`src/rtl/idex_forward_stage.sv`:
```
// ID/EX pipeline register with registered forward codes, one-bubble load-use stall,
// flush and hold. Optional IDEX_WB_BYPASS_EN: write-back bypass onto captured operands.
module idexOperandLane #(
  parameter int REG_W  = 5,
  parameter int DATA_W = 32
) (
  input  logic [REG_W-1:0]  src,
  input  logic [DATA_W-1:0] rfData,
  input  logic              idexValid,
  input  logic              idexRegWrite,
  input  logic [REG_W-1:0]  idexDst,
  input  logic              exmemRegWrite,
  input  logic [REG_W-1:0]  exmemDst,
  input  logic              memwbRegWrite,
  input  logic [REG_W-1:0]  memwbDst,
  input  logic [DATA_W-1:0] memwbData,
  output logic [1:0]        fwdCode,
  output logic [DATA_W-1:0] opData
);
  localparam logic [1:0] FWD_NONE  = 2'b00;
  localparam logic [1:0] FWD_EXMEM = 2'b01;
  localparam logic [1:0] FWD_MEMWB = 2'b10;

  logic srcLive;
  assign srcLive = (src != '0);

  // Today's ID/EX lands in EX/MEM and today's EX/MEM in MEM/WB by the time
  // this operand reaches EX, so the youngest producer is checked first.
  always_comb begin
    fwdCode = FWD_NONE;
    if (srcLive && idexValid && idexRegWrite && idexDst == src)
      fwdCode = FWD_EXMEM;
    else if (srcLive && exmemRegWrite && exmemDst == src)
      fwdCode = FWD_MEMWB;
  end

`ifdef IDEX_WB_BYPASS_EN
  assign opData = (srcLive && memwbRegWrite && memwbDst == src) ? memwbData : rfData;
`else
  logic unusedWb;
  assign unusedWb = ^{memwbRegWrite, memwbDst, memwbData};
  assign opData   = rfData;
`endif
endmodule

module idex_forward_stage #(
  parameter int CTRL_W = 16,
  parameter int REG_W  = 5,
  parameter int DATA_W = 32
) (
  input  logic              clk,
  input  logic              rst,
  input  logic              idValid,
  input  logic [REG_W-1:0]  idRs,
  input  logic [REG_W-1:0]  idRt,
  input  logic [REG_W-1:0]  idDst,
  input  logic              idRegWrite,
  input  logic              idMemRead,
  input  logic [DATA_W-1:0] idRsData,
  input  logic [DATA_W-1:0] idRtData,
  input  logic [CTRL_W-1:0] idCtrl,
  input  logic              exmemRegWrite,
  input  logic [REG_W-1:0]  exmemDst,
  input  logic              memwbRegWrite,
  input  logic [REG_W-1:0]  memwbDst,
  input  logic [DATA_W-1:0] memwbData,
  input  logic              flush,
  input  logic              hold,
  output logic              stallId,
  output logic              idexValid,
  output logic [REG_W-1:0]  idexRs,
  output logic [REG_W-1:0]  idexRt,
  output logic [REG_W-1:0]  idexDst,
  output logic              idexRegWrite,
  output logic              idexMemRead,
  output logic [DATA_W-1:0] idexRsData,
  output logic [DATA_W-1:0] idexRtData,
  output logic [CTRL_W-1:0] idexCtrl,
  output logic [1:0]        fwdCodeRs,
  output logic [1:0]        fwdCodeRt
);
  localparam int NUM_SRC = 2;

  typedef struct packed {
    logic              valid;
    logic [REG_W-1:0]  rs;
    logic [REG_W-1:0]  rt;
    logic [REG_W-1:0]  dst;
    logic              regWrite;
    logic              memRead;
    logic [DATA_W-1:0] rsData;
    logic [DATA_W-1:0] rtData;
    logic [CTRL_W-1:0] ctrl;
    logic [1:0]        fwdRs;
    logic [1:0]        fwdRt;
  } idexT;

  typedef enum logic {RUN, STALL} stateT;

  idexT  idex, idexNext;
  stateT state;

  logic [NUM_SRC-1:0][REG_W-1:0]  srcReg;
  logic [NUM_SRC-1:0][DATA_W-1:0] rfData;
  logic [NUM_SRC-1:0][DATA_W-1:0] opData;
  logic [NUM_SRC-1:0][1:0]        fwdCode;

  assign srcReg = {idRt, idRs};
  assign rfData = {idRtData, idRsData};

  for (genvar g = 0; g < NUM_SRC; g++) begin : gLane
    idexOperandLane #(.REG_W(REG_W), .DATA_W(DATA_W)) uLane (
      .src          (srcReg[g]),
      .rfData       (rfData[g]),
      .idexValid    (idex.valid),
      .idexRegWrite (idex.regWrite),
      .idexDst      (idex.dst),
      .exmemRegWrite(exmemRegWrite),
      .exmemDst     (exmemDst),
      .memwbRegWrite(memwbRegWrite),
      .memwbDst     (memwbDst),
      .memwbData    (memwbData),
      .fwdCode      (fwdCode[g]),
      .opData       (opData[g])
    );
  end

  logic loadUse;
  assign loadUse = idValid && idex.valid && idex.memRead && (idex.dst != '0) &&
                   (idex.dst == idRs || idex.dst == idRt);

  // In STALL the ID/EX slot holds the bubble, so loadUse cannot re-fire there.
  assign stallId = hold || (state == RUN && loadUse && !flush);

  always_comb begin
    idexNext = '0;
    if (idValid) begin
      idexNext.valid    = 1'b1;
      idexNext.rs       = idRs;
      idexNext.rt       = idRt;
      idexNext.dst      = idDst;
      idexNext.regWrite = idRegWrite;
      idexNext.memRead  = idMemRead;
      idexNext.rsData   = opData[0];
      idexNext.rtData   = opData[1];
      idexNext.ctrl     = idCtrl;
      idexNext.fwdRs    = fwdCode[0];
      idexNext.fwdRt    = fwdCode[1];
    end
  end

  always_ff @(posedge clk) begin
    if (rst) begin
      idex  <= '0;
      state <= RUN;
    end else if (hold) begin
      idex  <= idex;
      state <= state;
    end else if (flush) begin
      idex  <= '0;
      state <= RUN;
    end else if (state == RUN && loadUse) begin
      idex  <= '0;
      state <= STALL;
    end else begin
      idex  <= idexNext;
      state <= RUN;
    end
  end

  assign idexValid    = idex.valid;
  assign idexRs       = idex.rs;
  assign idexRt       = idex.rt;
  assign idexDst      = idex.dst;
  assign idexRegWrite = idex.regWrite;
  assign idexMemRead  = idex.memRead;
  assign idexRsData   = idex.rsData;
  assign idexRtData   = idex.rtData;
  assign idexCtrl     = idex.ctrl;
  assign fwdCodeRs    = idex.fwdRs;
  assign fwdCodeRt    = idex.fwdRt;
endmodule

```
`config.mk`:
```
export PLATFORM = sky130hd
export DESIGN_NAME = idex_forward_stage
export DESIGN_NICKNAME = d
export VERILOG_FILES = /design/src/rtl/idex_forward_stage.sv
export SDC_FILE = /design/constraint.sdc
export NUM_CORES = 1
export LEC_CHECK = 0
export ABC_CLOCK_PERIOD_IN_PS = 3350
export CAP_MARGIN = 30
export CELL_PAD_IN_SITES_DETAIL_PLACEMENT = 1
export CELL_PAD_IN_SITES_GLOBAL_PLACEMENT = 1
export CORE_MARGIN = 4
export CORE_UTILIZATION = 29
export DETAILED_ROUTE_END_ITERATION = 16
export PLACE_DENSITY_LB_ADDON = 0.1
export SKIP_LAST_GASP = 1
export SYNTH_ARGS = -nofsm -noshare
export SYNTH_HDL_FRONTEND = slang
export SYNTH_HIERARCHICAL = 1
export SYNTH_SLANG_ARGS = --single-unit
```
`constraint.sdc`:
```
create_clock -name clk -period 3.35 [get_ports clk]
set_input_delay 0.335 -clock clk [delete_from_list [all_inputs] [get_ports clk]]
set_output_delay 0.335 -clock clk [all_outputs]
set_load 0.02 [all_outputs]
```
==> flow_summary.json <==
{
  "start_kind": "primary input",
  "worstHoldPathType": "register to register",
  "syn_inst": 354,
  "grtUsageTotal_pct": 14.77,
  "synth-compound-area-share_pct": 22.80,
  "drt_pass1_iterations": 4,
  "synth_cell_type_count": 25,
  "drtIter0Drc": 138,
  "critical_path_class": "primary input to output port",
  "worst_pin_slew_ns": 0.6476,
  "ant_nets": 0,
  "fp-row-count": 42,
  "htree_num_levels": 3,
  "grt_pass1_vias": 3429,
  "io_pins": 249,
  "clkTransAtPathRegs_ns": 0.06,
  "final_cell_mix": "210 x clkdlybuf4s50_1, 103 x dfxtp_1, 101 x a22o_1, 30 x xnor2_1, 9 x clkbuf_16",
  "status": "complete, no violations",
  "power.density_nw_per_um2": 433.7,
  "cp-startpoint": "idRs[0]",
  "routed_via_density": 4.682,
  "layout_commonest_cell": "clkdlybuf4s50_1",
  "n_antenna_cell": 0,
  "path_max_fanout": 5,
  "fmax_mhz": 349.1,
  "synthMuxAreaShare_pct": 0,
  "fin_crit_sh_pct": 85.51,
  "max-clock-path-buffers": 2,
  "hold_violations": 0,
  "wirelength_mm": 11.99,
  "grt_pass1_wl_mm": 18.78,
  "ctsHoldBuffers": 0,
  "rsz0062_at_grt": "no",
  "synthAdderAreaFrac_pct": 0,
  "fin_cells": 676,
  "avgSynthCellArea_um2": 11.47,
  "slew_headroom_pct": 56.83,
  "wl_per_cell_um": 17.73,
  "die_h_um": 126.3,
  "syn_nets": 500,
  "skew_ns": 0.004894,
  "cp_common_cell": "clkdlybuf4s50_1",
  "ys_ff_latch": 103,
  "dp_cells": 661,
  "cp.arrival_ns": 2.53,
  "vdd_drop_max_mv": 0.2433,
  "fin_tns_setup_ns": 0,
  "die_area_um2": 15960,
  "maxCapViolations": 0,
  "cts-resized-gates": 0,
  "cts_setup_buffers": 0,
  "drc": 0,
  "overflow": 0,
  "clock_latency_ns": 0.34,
  "dp_hpwl_mm": 8.710,
  "setup.worst_path.end_class": "output port",
  "reg2reg_from": "idexDst[4]",
  "fin_nets": 642,
  "cts_inserted_buffers": 9,
  "start_util_pct": 30.18,
  "cp_cell_sequence": "clkdlybuf4s50_1 > xnor2_1 > nand3_1 > o22ai_1 > nand2_1 > o21bai_1 > clkdlybuf4s50_1",
  "period_needed_ns": 2.864,
  "synth_xor_area_share_pct": 6.471,
  "fillers": 1467,
  "port_buffers": 210,
  "p_leak_nw": 2.216,
  "area.growth.synth_to_final_pct": 50.82,
  "required_ns": 3.01,
  "drive_gt1_share_pct": 5.600,
  "ys_warn_count": 6,
  "vias": 3165,
  "fp.dieW_um": 126.3,
  "root_buffer": "clkbuf_16",
  "crit_path_max_incr_delay_ns": 0.64,
  "cts.sinks": 103,
  "antenna_found_initial": 0,
  "synth_top_family_by_area": "compound AO/OA/AOI/OAI gates",
  "setup_violations": 0,
  "yosysSeqAreaShare_pct": 50.79,
  "cts_tree": "yes",
  "yosys.area_share.simple_pct": 4.438,
  "netlist_area_um2": 4060,
  "grt_max_degree": 63,
  "slowest_stage": "clkdlybuf4s50_1",
  "report.final.slew_viol_count": 0,
  "gp_congestion": 0.7705,
  "core_um2": 13450,
  "min-delay-start": "idexRtData[26]"
}
-- metal layers --
layer / vias up / GRT usage [%] / routed length [µm]
met4: 0 / 5.300 / 235
met5: - / 0 / 0
met1: 1518 / 17.23 / 5074
met2: 124 / 24.23 / 5655
met3: 15 / 6.431 / 1022
li1: 1508 / - / -
-- where the power goes --
group	internal, mW	total [mW]	switching, mW
sequential	1.25	1.27	0.0195
combinational	0.208	0.344	0.135
clock	0.596	1.04	0.442
-- cell families after synthesis --
family          after synthesis
flops                       103
buf+inv                      86
compound gates              107
xor+xnor                     30
simple gates                 28
-- sequential cells by signal (all words and copies together) (netlist names) --
register      cells
idexRs            5
fwdCodeRs         2
idexCtrl         16
idexMemRead       1
state             1
idexDst           5
idexRegWrite      1
idexRtData       32
idexRt            5
idexRsData       32
fwdCodeRt         2
idexValid         1
-- stage by stage --
stage	hold WS, ns	setup slack, ns	area, µm²	total power, mW	util [%]
2_1_floorplan	0.4479	1.557	4060	1.478	-
3_3_place_gp	0.4544	0.4956	5833	1.641	43.36
3_5_place_dp	0.4555	0.4919	5833	1.648	43.36
4_1_cts	0.4797	0.4771	6123	2.710	45.52
5_1_grt	0.4878	0.3711	6123	2.771	45.52
6_report	0.4746	0.4855	6123	2.656	45.52
-- synthesized netlist by cell type, drive strengths merged --
library cell	count	share of area [%]
a21o	1	0.18
a21oi	2	0.34
a22o	101	22
buf	75	14
clkbuf	11	1.0
dfxtp	103	51
nand2	6	0.55
nand3	4	0.49
nand4	4	0.62
nand4b	1	0.22
nor2	3	0.40
nor2b	1	0.15
nor3	3	0.62
nor4	2	0.62
o21bai	1	0.18
o22ai	2	0.31
or3	1	0.15
or4	2	0.37
or4b	1	0.25
xnor2	30	6.5
-- path summary, 6_finish.rpt --
check	to	slack, ns	cells past startpoint
min	idexRtData[26]	0.47	1
max reg2reg	idexRsData[3]	1.36	6
max	stallId	0.49	7
min reg2reg	idexRtData[26]	0.47	1
-- final cells by class --
class	instances	area, µm²	share of cell area [%]
repair buffers	217	2167	35.39
clock buffers	12	246.5	4.025
flip-flops and latches	103	2062	33.67
clock inverters	3	43.79	0.7152
multi-input cells	165	1384	22.60
well taps	176	220.2	3.596
-- critical path, delay by kind of cell --
| family | cells | cell delay [ns] |
|---|---|---|
| compound gates | 2 | 0.54 |
| xor+xnor | 1 | 0.16 |
| buf+inv | 2 | 1.27 |
| simple gates | 2 | 0.22 |
No activity file was read; power rests on OpenSTA's default activity.
